`src/rtl/merc16_pkg.sv`:
```
// Shared constants for the merc16 register-file write path.
// Also holds the register-address decode helper.
package merc16_pkg;

  localparam int DATA_W    = 16;
  localparam int ADDR_W    = 4;
  localparam int NUM_REGS  = 16;
  localparam int ZERO_REG  = 0;
  localparam int NUM_REQ   = 3;

  localparam int REQ_ALU   = 0;
  localparam int REQ_LOAD  = 1;
  localparam int REQ_DEBUG = 2;

  function automatic logic [NUM_REGS-1:0] reg_decode(input logic [ADDR_W-1:0] addr);
    logic [NUM_REGS-1:0] dec;
    dec       = {NUM_REGS{1'b0}};
    dec[addr] = 1'b1;
    return dec;
  endfunction

endpackage

```
`src/rtl/regfile_write_arbiter_rr.sv`:
```
// Combinational round-robin picker: first requester at or above the pointer, wrapping.
// The pointer register is owned by the parent.
module rr_arbiter
  import merc16_pkg::*;
#(
  parameter int N     = NUM_REQ,
  parameter int PTR_W = $clog2(N)
) (
  input  logic [N-1:0]     i_req,
  input  logic [PTR_W-1:0] i_ptr,
  output logic [N-1:0]     o_gnt,
  output logic             o_gnt_valid
);

  // Walk offsets from the pointer; the first live request wins.
  always_comb begin
    logic found;
    o_gnt = {N{1'b0}};
    found = 1'b0;
    for (int k = 0; k < N; k++) begin
      for (int j = 0; j < N; j++) begin
        if (!found && i_req[j] && (j == ((int'(i_ptr) + k) % N))) begin
          o_gnt[j] = 1'b1;
          found    = 1'b1;
        end else begin
          found = found;
        end
      end
    end
  end

  assign o_gnt_valid = |i_req;

endmodule

```
`src/rtl/regfile_write_arbiter.sv`:
```
// Shares the register file's single write port among ALU, load and debug writeback.
// One holding slot per requester, round-robin drain into a registered write stage.
module regfile_write_arbiter
  import merc16_pkg::*;
(
  input  logic                      Clock,
  input  logic                      Reset,
  input  logic [NUM_REQ-1:0]        ReqValid,
  input  logic [NUM_REQ*ADDR_W-1:0] ReqAddr,
  input  logic [NUM_REQ*DATA_W-1:0] ReqData,
  output logic [NUM_REQ-1:0]        ReqReady,
  output logic                      WriteEnable,
  output logic [ADDR_W-1:0]         WriteAddr,
  output logic [DATA_W-1:0]         WriteData,
  output logic [NUM_REQ-1:0]        Grant,
  output logic [NUM_REGS-1:0]       PendingMask
);

  localparam int PTR_W = $clog2(NUM_REQ);

  logic [NUM_REQ-1:0] w_full;
  logic [ADDR_W-1:0]  w_slot_addr [NUM_REQ];
  logic [DATA_W-1:0]  w_slot_data [NUM_REQ];
  logic [NUM_REQ-1:0] w_gnt;
  logic               w_gnt_valid;
  logic [NUM_REQ-1:0] w_ready;
  logic [ADDR_W-1:0]  w_win_addr;
  logic [DATA_W-1:0]  w_win_data;
  logic [PTR_W-1:0]   w_win_idx;
  logic [PTR_W-1:0]   w_ptr_next;
  logic [NUM_REGS-1:0] w_pend;

  logic [PTR_W-1:0]   r_ptr;
  logic               r_we;
  logic [ADDR_W-1:0]  r_waddr;
  logic [DATA_W-1:0]  r_wdata;
  logic [NUM_REQ-1:0] r_grant;

  rr_arbiter #(.N(NUM_REQ), .PTR_W(PTR_W)) u_arb (
    .i_req       (w_full),
    .i_ptr       (r_ptr),
    .o_gnt       (w_gnt),
    .o_gnt_valid (w_gnt_valid)
  );

  // A slot being drained this cycle can refill in the same cycle.
  assign w_ready = Reset ? {NUM_REQ{1'b0}} : (~w_full | w_gnt);

  for (genvar gi = 0; gi < NUM_REQ; gi++) begin : g_slot
    logic               r_full;
    logic [ADDR_W-1:0]  r_addr;
    logic [DATA_W-1:0]  r_data;
    logic [ADDR_W-1:0]  w_in_addr;

    assign w_in_addr = ReqAddr[gi*ADDR_W +: ADDR_W];

    // Slot fill on handshake (r0 writes are swallowed), empty on grant.
    always_ff @(posedge Clock) begin
      if (Reset) begin
        r_full <= 1'b0;
        r_addr <= {ADDR_W{1'b0}};
        r_data <= {DATA_W{1'b0}};
      end else if (ReqValid[gi] && w_ready[gi] && (w_in_addr != ADDR_W'(ZERO_REG))) begin
        r_full <= 1'b1;
        r_addr <= w_in_addr;
        r_data <= ReqData[gi*DATA_W +: DATA_W];
      end else if (w_gnt[gi]) begin
        r_full <= 1'b0;
      end else begin
        r_full <= r_full;
      end
    end

    assign w_full[gi]      = r_full;
    assign w_slot_addr[gi] = r_addr;
    assign w_slot_data[gi] = r_data;
  end

  // One-hot grant selects the winning slot contents and its index.
  always_comb begin
    w_win_addr = {ADDR_W{1'b0}};
    w_win_data = {DATA_W{1'b0}};
    w_win_idx  = {PTR_W{1'b0}};
    for (int i = 0; i < NUM_REQ; i++) begin
      w_win_addr = w_win_addr | (w_slot_addr[i] & {ADDR_W{w_gnt[i]}});
      w_win_data = w_win_data | (w_slot_data[i] & {DATA_W{w_gnt[i]}});
      w_win_idx  = w_win_idx  | (PTR_W'(i) & {PTR_W{w_gnt[i]}});
    end
  end

  // Pointer advances past the winner, wrapping at the last requester.
  always_comb begin
    if (!w_gnt_valid) begin
      w_ptr_next = r_ptr;
    end else if (w_win_idx == PTR_W'(NUM_REQ - 1)) begin
      w_ptr_next = {PTR_W{1'b0}};
    end else begin
      w_ptr_next = w_win_idx + PTR_W'(1);
    end
  end

  // Round-robin pointer register.
  always_ff @(posedge Clock) begin
    if (Reset) begin
      r_ptr <= {PTR_W{1'b0}};
    end else begin
      r_ptr <= w_ptr_next;
    end
  end

  // Registered write port; address and data hold while idle.
  always_ff @(posedge Clock) begin
    if (Reset) begin
      r_we    <= 1'b0;
      r_waddr <= {ADDR_W{1'b0}};
      r_wdata <= {DATA_W{1'b0}};
      r_grant <= {NUM_REQ{1'b0}};
    end else if (w_gnt_valid) begin
      r_we    <= 1'b1;
      r_waddr <= w_win_addr;
      r_wdata <= w_win_data;
      r_grant <= w_gnt;
    end else begin
      r_we    <= 1'b0;
      r_grant <= {NUM_REQ{1'b0}};
    end
  end

  // Registers with a write held in a slot or sitting on the write port.
  always_comb begin
    w_pend = {NUM_REGS{1'b0}};
    if (Reset) begin
      w_pend = {NUM_REGS{1'b0}};
    end else begin
      for (int i = 0; i < NUM_REQ; i++) begin
        w_pend = w_pend | (w_full[i] ? reg_decode(w_slot_addr[i]) : {NUM_REGS{1'b0}});
      end
      if (r_we) begin
        w_pend = w_pend | reg_decode(r_waddr);
      end else begin
        w_pend = w_pend;
      end
      w_pend[ZERO_REG] = 1'b0;
    end
  end

  assign ReqReady    = w_ready;
  assign WriteEnable = r_we;
  assign WriteAddr   = r_waddr;
  assign WriteData   = r_wdata;
  assign Grant       = r_grant;
  assign PendingMask = w_pend;

endmodule

```
`config.mk`:
```
export PLATFORM = sky130hd
export DESIGN_NAME = regfile_write_arbiter
export DESIGN_NICKNAME = d
export VERILOG_FILES = /design/src/rtl/merc16_pkg.sv /design/src/rtl/regfile_write_arbiter_rr.sv /design/src/rtl/regfile_write_arbiter.sv
export SDC_FILE = /design/constraint.sdc
export NUM_CORES = 1
export LEC_CHECK = 0
export BUFFER_PORTS_ARGS = -buffer_cell sky130_fd_sc_hd__buf_2
export CORE_MARGIN = 2
export CORE_UTILIZATION = 25
export CTS_BUF_LIST = sky130_fd_sc_hd__clkbuf_8
export DETAILED_ROUTE_END_ITERATION = 8
export PLACE_DENSITY_LB_ADDON = 0.12
export REMOVE_ABC_BUFFERS = 1
export SYNTH_ARGS = -nofsm -noshare
export SYNTH_HDL_FRONTEND = slang
export SYNTH_SLANG_ARGS = --single-unit
```
`constraint.sdc`:
```
create_clock -name Clock -period 3.9 [get_ports Clock]
set_input_delay 0.195 -clock Clock [delete_from_list [all_inputs] [get_ports Clock]]
set_output_delay 0.195 -clock Clock [all_outputs]
set_load 0.05 [all_outputs]
```
# [Yosys cells after proc, flatten, opt, wreduce, memory -nomap -nowiden]
# Cells that the tools add are included.
[totals] ff_bits=89 out_inout_bits=43 wordCells=136
[classes] addsub=3 div=3 order_cmp=8 eq_ne=7 muxes=38 bitwise=17 n_reduce_logical=46
[op_table] op="== test 2 x 32 -> 1 bit (first input constant)" count=3
[op_table] op="== test 3 x 32 -> 1 bit (first input constant)" count=3
[op_table] op="logical NOT 32 bit" count=3
[op_table] op="two-way mux 16 bit" count=5
[op_table] op="bitwise OR 16 bit" count=5
[op_table] op="modulo 32 x 3 -> 32 bit (second input constant)" count=2
[op_table] op="AND 16 bit" count=3
[op_table] op="modulo 3 x 3 -> 32 bit (second input constant)" count=1
[op_table] op="logical AND 1 bit" count=27
[op_table] op="two-way mux 1 bit" count=27
[op_table] op="less-than comparator 4 x 5 -> 1 bit (second input constant)" count=4
[op_table] op="demux 1 bit (select 4 bit)" count=4
[op_table] op=">= comparator 4 x 1 -> 1 bit (second input constant)" count=4
[op_table] op="AND 4 bit" count=3
[op_table] op="nonzero test 4 bit" count=3
[op_table] op="logical NOT 1 bit" count=8
[op_table] op="bitwise OR 4 bit" count=2
[op_table] op="nonzero test 2 bit" count=3
[op_table] op="adder 2 x 1 -> 3 bit (second input constant)" count=1
[op_table] op="adder 2 x 2 -> 3 bit (second input constant)" count=1
[op_table] op="two-way mux 3 bit" count=1
[op_table] op="inverter 3 bit" count=1
[op_table] op="bitwise OR 3 bit" count=1
[op_table] op="OR reduction 3 bit" count=1
[op_table] op="other kinds (6)" count=6

# [Logic depth before layout (Yosys ltp)]
[depth] ltp_word=41 ltp_mapped=7 ltp_nobuf=6

# [Cells and area by module]
# Synthesis repeated with hierarchy kept, for this count alone.
[hier_totals] cells_unflattened=428 hier_area_um2=4530.6
[modules_own_cells] module="regfile_write_arbiter" instances=1 cells_each=412 area_per_inst_um2=4401.7
[modules_own_cells] module="rr_arbiter" instances=1 cells_each=16 area_per_inst_um2=128.9

# [Worst setup path after synthesis]
# OpenSTA, ideal clock, no wires.
[synth_path] kind="register to output" startpoint="register r_ptr[1]" endpoint="output port ReqReady[2]" arrival_time_ns=2.253 required_ns=3.705 path_slack_ns=1.452 stages_incl_launch_ff=7 n_path_buf=1 path_cell_list="dfxtp_1 > inv_1 > ha_1 > nand2b_4 > and3_4 > clkbuf_1 > nor3_1"
[synth_via] elab_chain_cells=38
[synth_rtl] item="from (decl)" line_no="regfile_write_arbiter.sv:33" text="logic [PTR_W-1:0] r_ptr;"
[synth_rtl] item="from (signal assigned)" line_no="regfile_write_arbiter.sv:105" text="r_ptr <= {PTR_W{1'b0}};"
[synth_rtl] item="from (signal assigned)" line_no="regfile_write_arbiter.sv:107" text="r_ptr <= w_ptr_next;"
[synth_rtl] item="branches (longest 35 deep; another with modulo 32 x 3 -> 32 bit)"
[synth_rtl] item="two-way mux 1 bit (*)" line_no="regfile_write_arbiter_rr.sv:22" text="if (!found && i_req[j] && (j == ((int'(i_ptr) + k) % N))) begin"
[synth_rtl] item="bitwise OR 3 bit (*)" line_no="regfile_write_arbiter.sv:47" text="assign w_ready = Reset ? {NUM_REQ{1'b0}} : (~w_full | w_gnt);"
[synth_rtl] item="two-way mux 3 bit (*)" line_no="regfile_write_arbiter.sv:47"
[synth_rtl] item="to (decl)" line_no="regfile_write_arbiter.sv:11" text="output logic [NUM_REQ-1:0] ReqReady,"
# Mark *: on every way between the ends.

# [Final worst setup path]
[layout_path] startpoint="register g_slot[1].r_full" endpoint="output port PendingMask[9]"
[layout_via] elab_chain_cells=6
[layout_rtl] item="from (decl)" line_no="regfile_write_arbiter.sv:50" text="logic r_full;"
[layout_rtl] item="from (signal assigned)" line_no="regfile_write_arbiter.sv:70" text="r_full <= r_full;"
[layout_rtl] item="two-way mux 16 bit (*)" line_no="regfile_write_arbiter.sv:136" text="w_pend = w_pend | (w_full[i] ? reg_decode(w_slot_addr[i]) : {NUM_REGS{1'b0}});"
[layout_rtl] item="bitwise OR 16 bit (*) (2 in a row)" line_no="regfile_write_arbiter.sv:136"
[layout_rtl] item="bitwise OR 16 bit" line_no="regfile_write_arbiter.sv:139" text="w_pend = w_pend | reg_decode(r_waddr);"
[layout_rtl] item="two-way mux 16 bit (*)" line_no="regfile_write_arbiter.sv:138" text="if (r_we) begin"
[layout_rtl] item="two-way mux 16 bit (*)" line_no="regfile_write_arbiter.sv:132" text="if (Reset) begin"
[layout_rtl] item="to (decl)" line_no="regfile_write_arbiter.sv:16" text="output logic [NUM_REGS-1:0] PendingMask"
# Mark *: on every way between the ends. The rest lies on a longest branch, timed or not.

==> load_flow_metrics.sql <==
INSERT INTO impl_metrics (metric_group, metric, value, unit) VALUES
('outcome', 'status', 'finished clean', ''),
('synthesis', 'asyncSetResetFlopFracSynth', '0', '%'),
('layout', 'drive_gt1_share', '23.8', '%'),
('worst_setup_path', 'start_kind', 'flip-flop', ''),
('layout', 'post-route-cell-area', '5530', 'sq um'),
('floorplan', 'die-height', '139', 'um'),
('clock_tree', 'cts-buffers-inserted', '9', ''),
('placed_design', 'hpwl', '10600', 'um'),
('worst_setup_path', 'critPathKind', 'flip-flop to output pin', ''),
('floorplan', 'start_util', '25.3', '%'),
('clock_tree', 'worstSkewPairLatency', '380', 'ps'),
('sta', 'hold_violations', '0', ''),
('layout', 'antenna-diode-count', '0', ''),
('synthesis', 'synthesis.area_per_instance', '8.80', 'sq um'),
('synthesis', 'synthDistinctLibCells', '56', ''),
('detailed_routing', 'vias_post_dr', '4323', ''),
('synthesis', 'synth-edff-count', '0', ''),
('grt', 'groute.layer.met1.usage', '21.5', '%'),
('clock_tree', 'cts_tree', 'yes', ''),
('clock_tree', 'clock_tree.root_cell', 'sky130_fd_sc_hd__clkbuf_8', ''),
('worst_setup_path', 'critPathMaxFanout', '21', ''),
('detailed_routing', 'postRouteAntennaNets', '0', ''),
('floorplan', 'placementRows', '49', ''),
('detailed_routing', 'detailedRoute.firstIterationViolations', '297', ''),
('detailed_routing', 'detail_route.wirelength', '15400', 'um'),
('grt', 'met2_usage', '25.7', '%'),
('sta', 'setup_tns', '0', 'ps'),
('layout', 'most-common-layout-cells', 'sky130_fd_sc_hd__buf_2 (106), sky130_fd_sc_hd__dfxtp_1 (89), sky130_fd_sc_hd__nor2b_1 (39)', ''),
('clock_tree', 'clock_tree.buffer_depth', '2', ''),
('layout', 'layout-area-overhead-vs-synth', '22.0', '%'),
('run', 'drv_cap', '0', ''),
('layout', 'final-instance-count-excl-fill', '839', ''),
('clock_tree', 'cts_sinks', '89', ''),
('clock_tree', 'postCtsSetupBuffers', '0', ''),
('floorplan', 'floorplan.io_pins', '108', ''),
('clock_tree', 'cts.reportedPaths.clkPinSlew', '90', 'ps'),
('layout', 'fill_cells', '1967', ''),
('grt', 'pin_count_of_the_biggest_net_entering_global_routing', '43', ''),
('sta', 'final.period_utilization', '69.0', '%'),
('power_and_ir_drop', 'vdd.ir_drop.worst', '0.000149', 'V'),
('sta', 'finalSetupViolations', '0', ''),
('worst_setup_path', 'crit_path_end_kind', 'output pin', ''),
('sta', 'fin_crit', '2690', 'ps'),
('synthesis', 'post_synth_inst_count', '515', ''),
('detailed_routing', 'detail_route.wl_per_cell', '18.3', 'um'),
('sta', 'slew_limit_fails', '0', ''),
('grt', 'grt.met3_usage', '3.87', '%'),
('detailed_routing', 'vias_per_cell', '5.15', ''),
('sta', 'max_freq', '0.372', 'GHz'),
('grt', 'number_of_antenna_violations_at_the_first_check_in_global_routing', '0', ''),
('grt', 'grt_pass1_wl', '24200', 'um'),
('placed_design', 'placement.cell_area', '5230', 'sq um'),
('clock_tree', 'resized_gates_after_cts', '0', ''),
('grt', 'grt_use_total', '15.9', '%'),
('placed_design', 'gp_routability_congestion', '0.896', ''),
('grt', 'grt_pass1_vias', '4238', ''),
('layout', 'layout.cells.most_common', 'sky130_fd_sc_hd__buf_2', ''),
('floorplan', 'chipWidth', '139', 'um'),
('grt', 'grt-ovfl-total', '0', ''),
('min_path', 'min_path_type', 'primary input to flip-flop', ''),
('clock_tree', 'post_cts_hold_buffer_count', '9', ''),
('layout', 'finalNetCount', '672', ''),
('floorplan', 'die_area', '19200', 'sq um'),
('layout', 'ff_latch_area', '1780', 'sq um'),
('sta', 'max-slew-margin-rel', '27.7', '%'),
('worst_setup_path', 'required', '3700', 'ps'),
('layout', 'multi_input_area', '2440', 'sq um'),
('sta', 'worst_pin_slew', '1080', 'ps'),
('synthesis', 'prevailing_post_synth_register_cell', 'sky130_fd_sc_hd__dfxtp_1', ''),
('sta', 'rsz0062_at_grt', 'no', ''),
('grt', 'global_route.peak_usage_layer', 'met2', '');
[cell type report]
cell class / count / share of cell area (%)
multi-input combinational: 347 / 44.2
sequential: 89 / 32.2
timing repair buffer: 125 / 12.6
tap: 229 / 5.19
clock buffer: 12 / 2.99
inverter: 33 / 2.24
clock inverter: 4 / 0.476
[state kept, by name, indices dropped and copies added (netlist names)]
signal	flops
Grant	3
WriteAddr	4
WriteData	16
WriteEnable	1
g_slot.r_addr	12
g_slot.r_data	48
g_slot.r_full	3
r_ptr	2
[synthesized netlist by cell type (all sizes together), types with 2 or more instances]
| cell | number | share of area [%] |
|---|---|---|
| dfxtp | 89 | 39 |
| a211oi | 4 | 0.77 |
| inv | 33 | 2.7 |
| a32oi | 22 | 4.3 |
| nor2 | 32 | 2.7 |
| nand3b | 5 | 0.83 |
| nor3 | 9 | 0.99 |
| o21a | 2 | 0.33 |
| and2 | 4 | 0.55 |
| o32ai | 6 | 1.6 |
| a22oi | 5 | 0.83 |
| nand2 | 13 | 1.1 |
| nand3 | 9 | 0.99 |
| o311ai | 20 | 3.9 |
| ha | 2 | 0.55 |
| o22ai | 4 | 0.55 |
| nor3b | 2 | 0.33 |
| buf | 14 | 2.1 |
| a311oi | 4 | 0.77 |
| nor2b | 39 | 5.4 |
| a221oi | 6 | 1.2 |
| and3 | 5 | 0.80 |
| nand2b | 8 | 1.3 |
| a31oi | 18 | 2.5 |
| mux2 | 38 | 9.4 |
| o21bai | 2 | 0.33 |
| o21ai | 59 | 6.8 |
| a21oi | 14 | 1.6 |
| o41ai | 3 | 0.75 |
| clkbuf | 32 | 2.7 |
[layer usage]
layer  routed length [um]  vias to the layer above  share of wire, %
met1                 7280                     2079                47
met5                    0                        -                 0
met4                  158                        0               1.0
li1                     -                     2079                 -
met2                 7150                      151                47
met3                  772                       14               5.0
[cells by family (layout without fill, tap and decap cells)]
| group | after synthesis | count (layout) | synth area share (%) |
|---|---|---|---|
| mux | 38 | 38 | 9.44 |
| simple gates | 131 | 131 | 15.8 |
| other cells | 1 | 1 | 0.0828 |
| compound gates | 175 | 175 | 27.3 |
| fa+ha+maj | 2 | 2 | 0.552 |
| flops | 89 | 89 | 39.3 |
| buf+inv | 79 | 174 | 7.48 |
[metrics by stage]
step / hold WS [ps] / setup WS [ps] / util (%) / total power [mW]
detailed placement: 403 / 1370 / 29.2 / 1.69
floorplan: 264 / 818 / - / 1.45
CTS: 0.819 / 1250 / 30.8 / 2.33
global placement: 399 / 1410 / 29.2 / 1.68
global route: 1.87 / 1100 / 30.9 / 2.42
finish: 22.0 / 1210 / 30.9 / 2.30
[critical path, cell delays in order (launching register included)]
cell	delay (ps)
sky130_fd_sc_hd__dfxtp_1	650
sky130_fd_sc_hd__buf_4	360
sky130_fd_sc_hd__nand3b_1	180
sky130_fd_sc_hd__o32ai_1	430
sky130_fd_sc_hd__a221oi_1	110
sky130_fd_sc_hd__nor2_1	120
sky130_fd_sc_hd__buf_2	270
[worst paths after layout]
path	start	endpoint	slack, ps	depth (start not counted)
hold reg to reg	g_slot[2].r_data[4]$_SDFFE_PP0P_	g_slot[2].r_data[4]$_SDFFE_PP0P_	480	2
setup / recovery	g_slot[1].r_full$_SDFFE_PP0P_	PendingMask[9]	1210	6
hold / removal	ReqData[7]	g_slot[0].r_data[7]$_SDFFE_PP0P_	20	2
setup reg to reg	r_ptr[0]$_SDFFE_PP0N_	WriteAddr[0]$_SDFFE_PP0N_	1360	8
[power by group]
group	internal (mW)	total [mW]	switching, mW
Clock	0.283	0.624	0.341
Combinational	0.190	0.588	0.398
Sequential	0.997	1.08	0.0861
Total	1.47	2.30	0.825
Note: power is estimated with default switching activity, not from simulation.
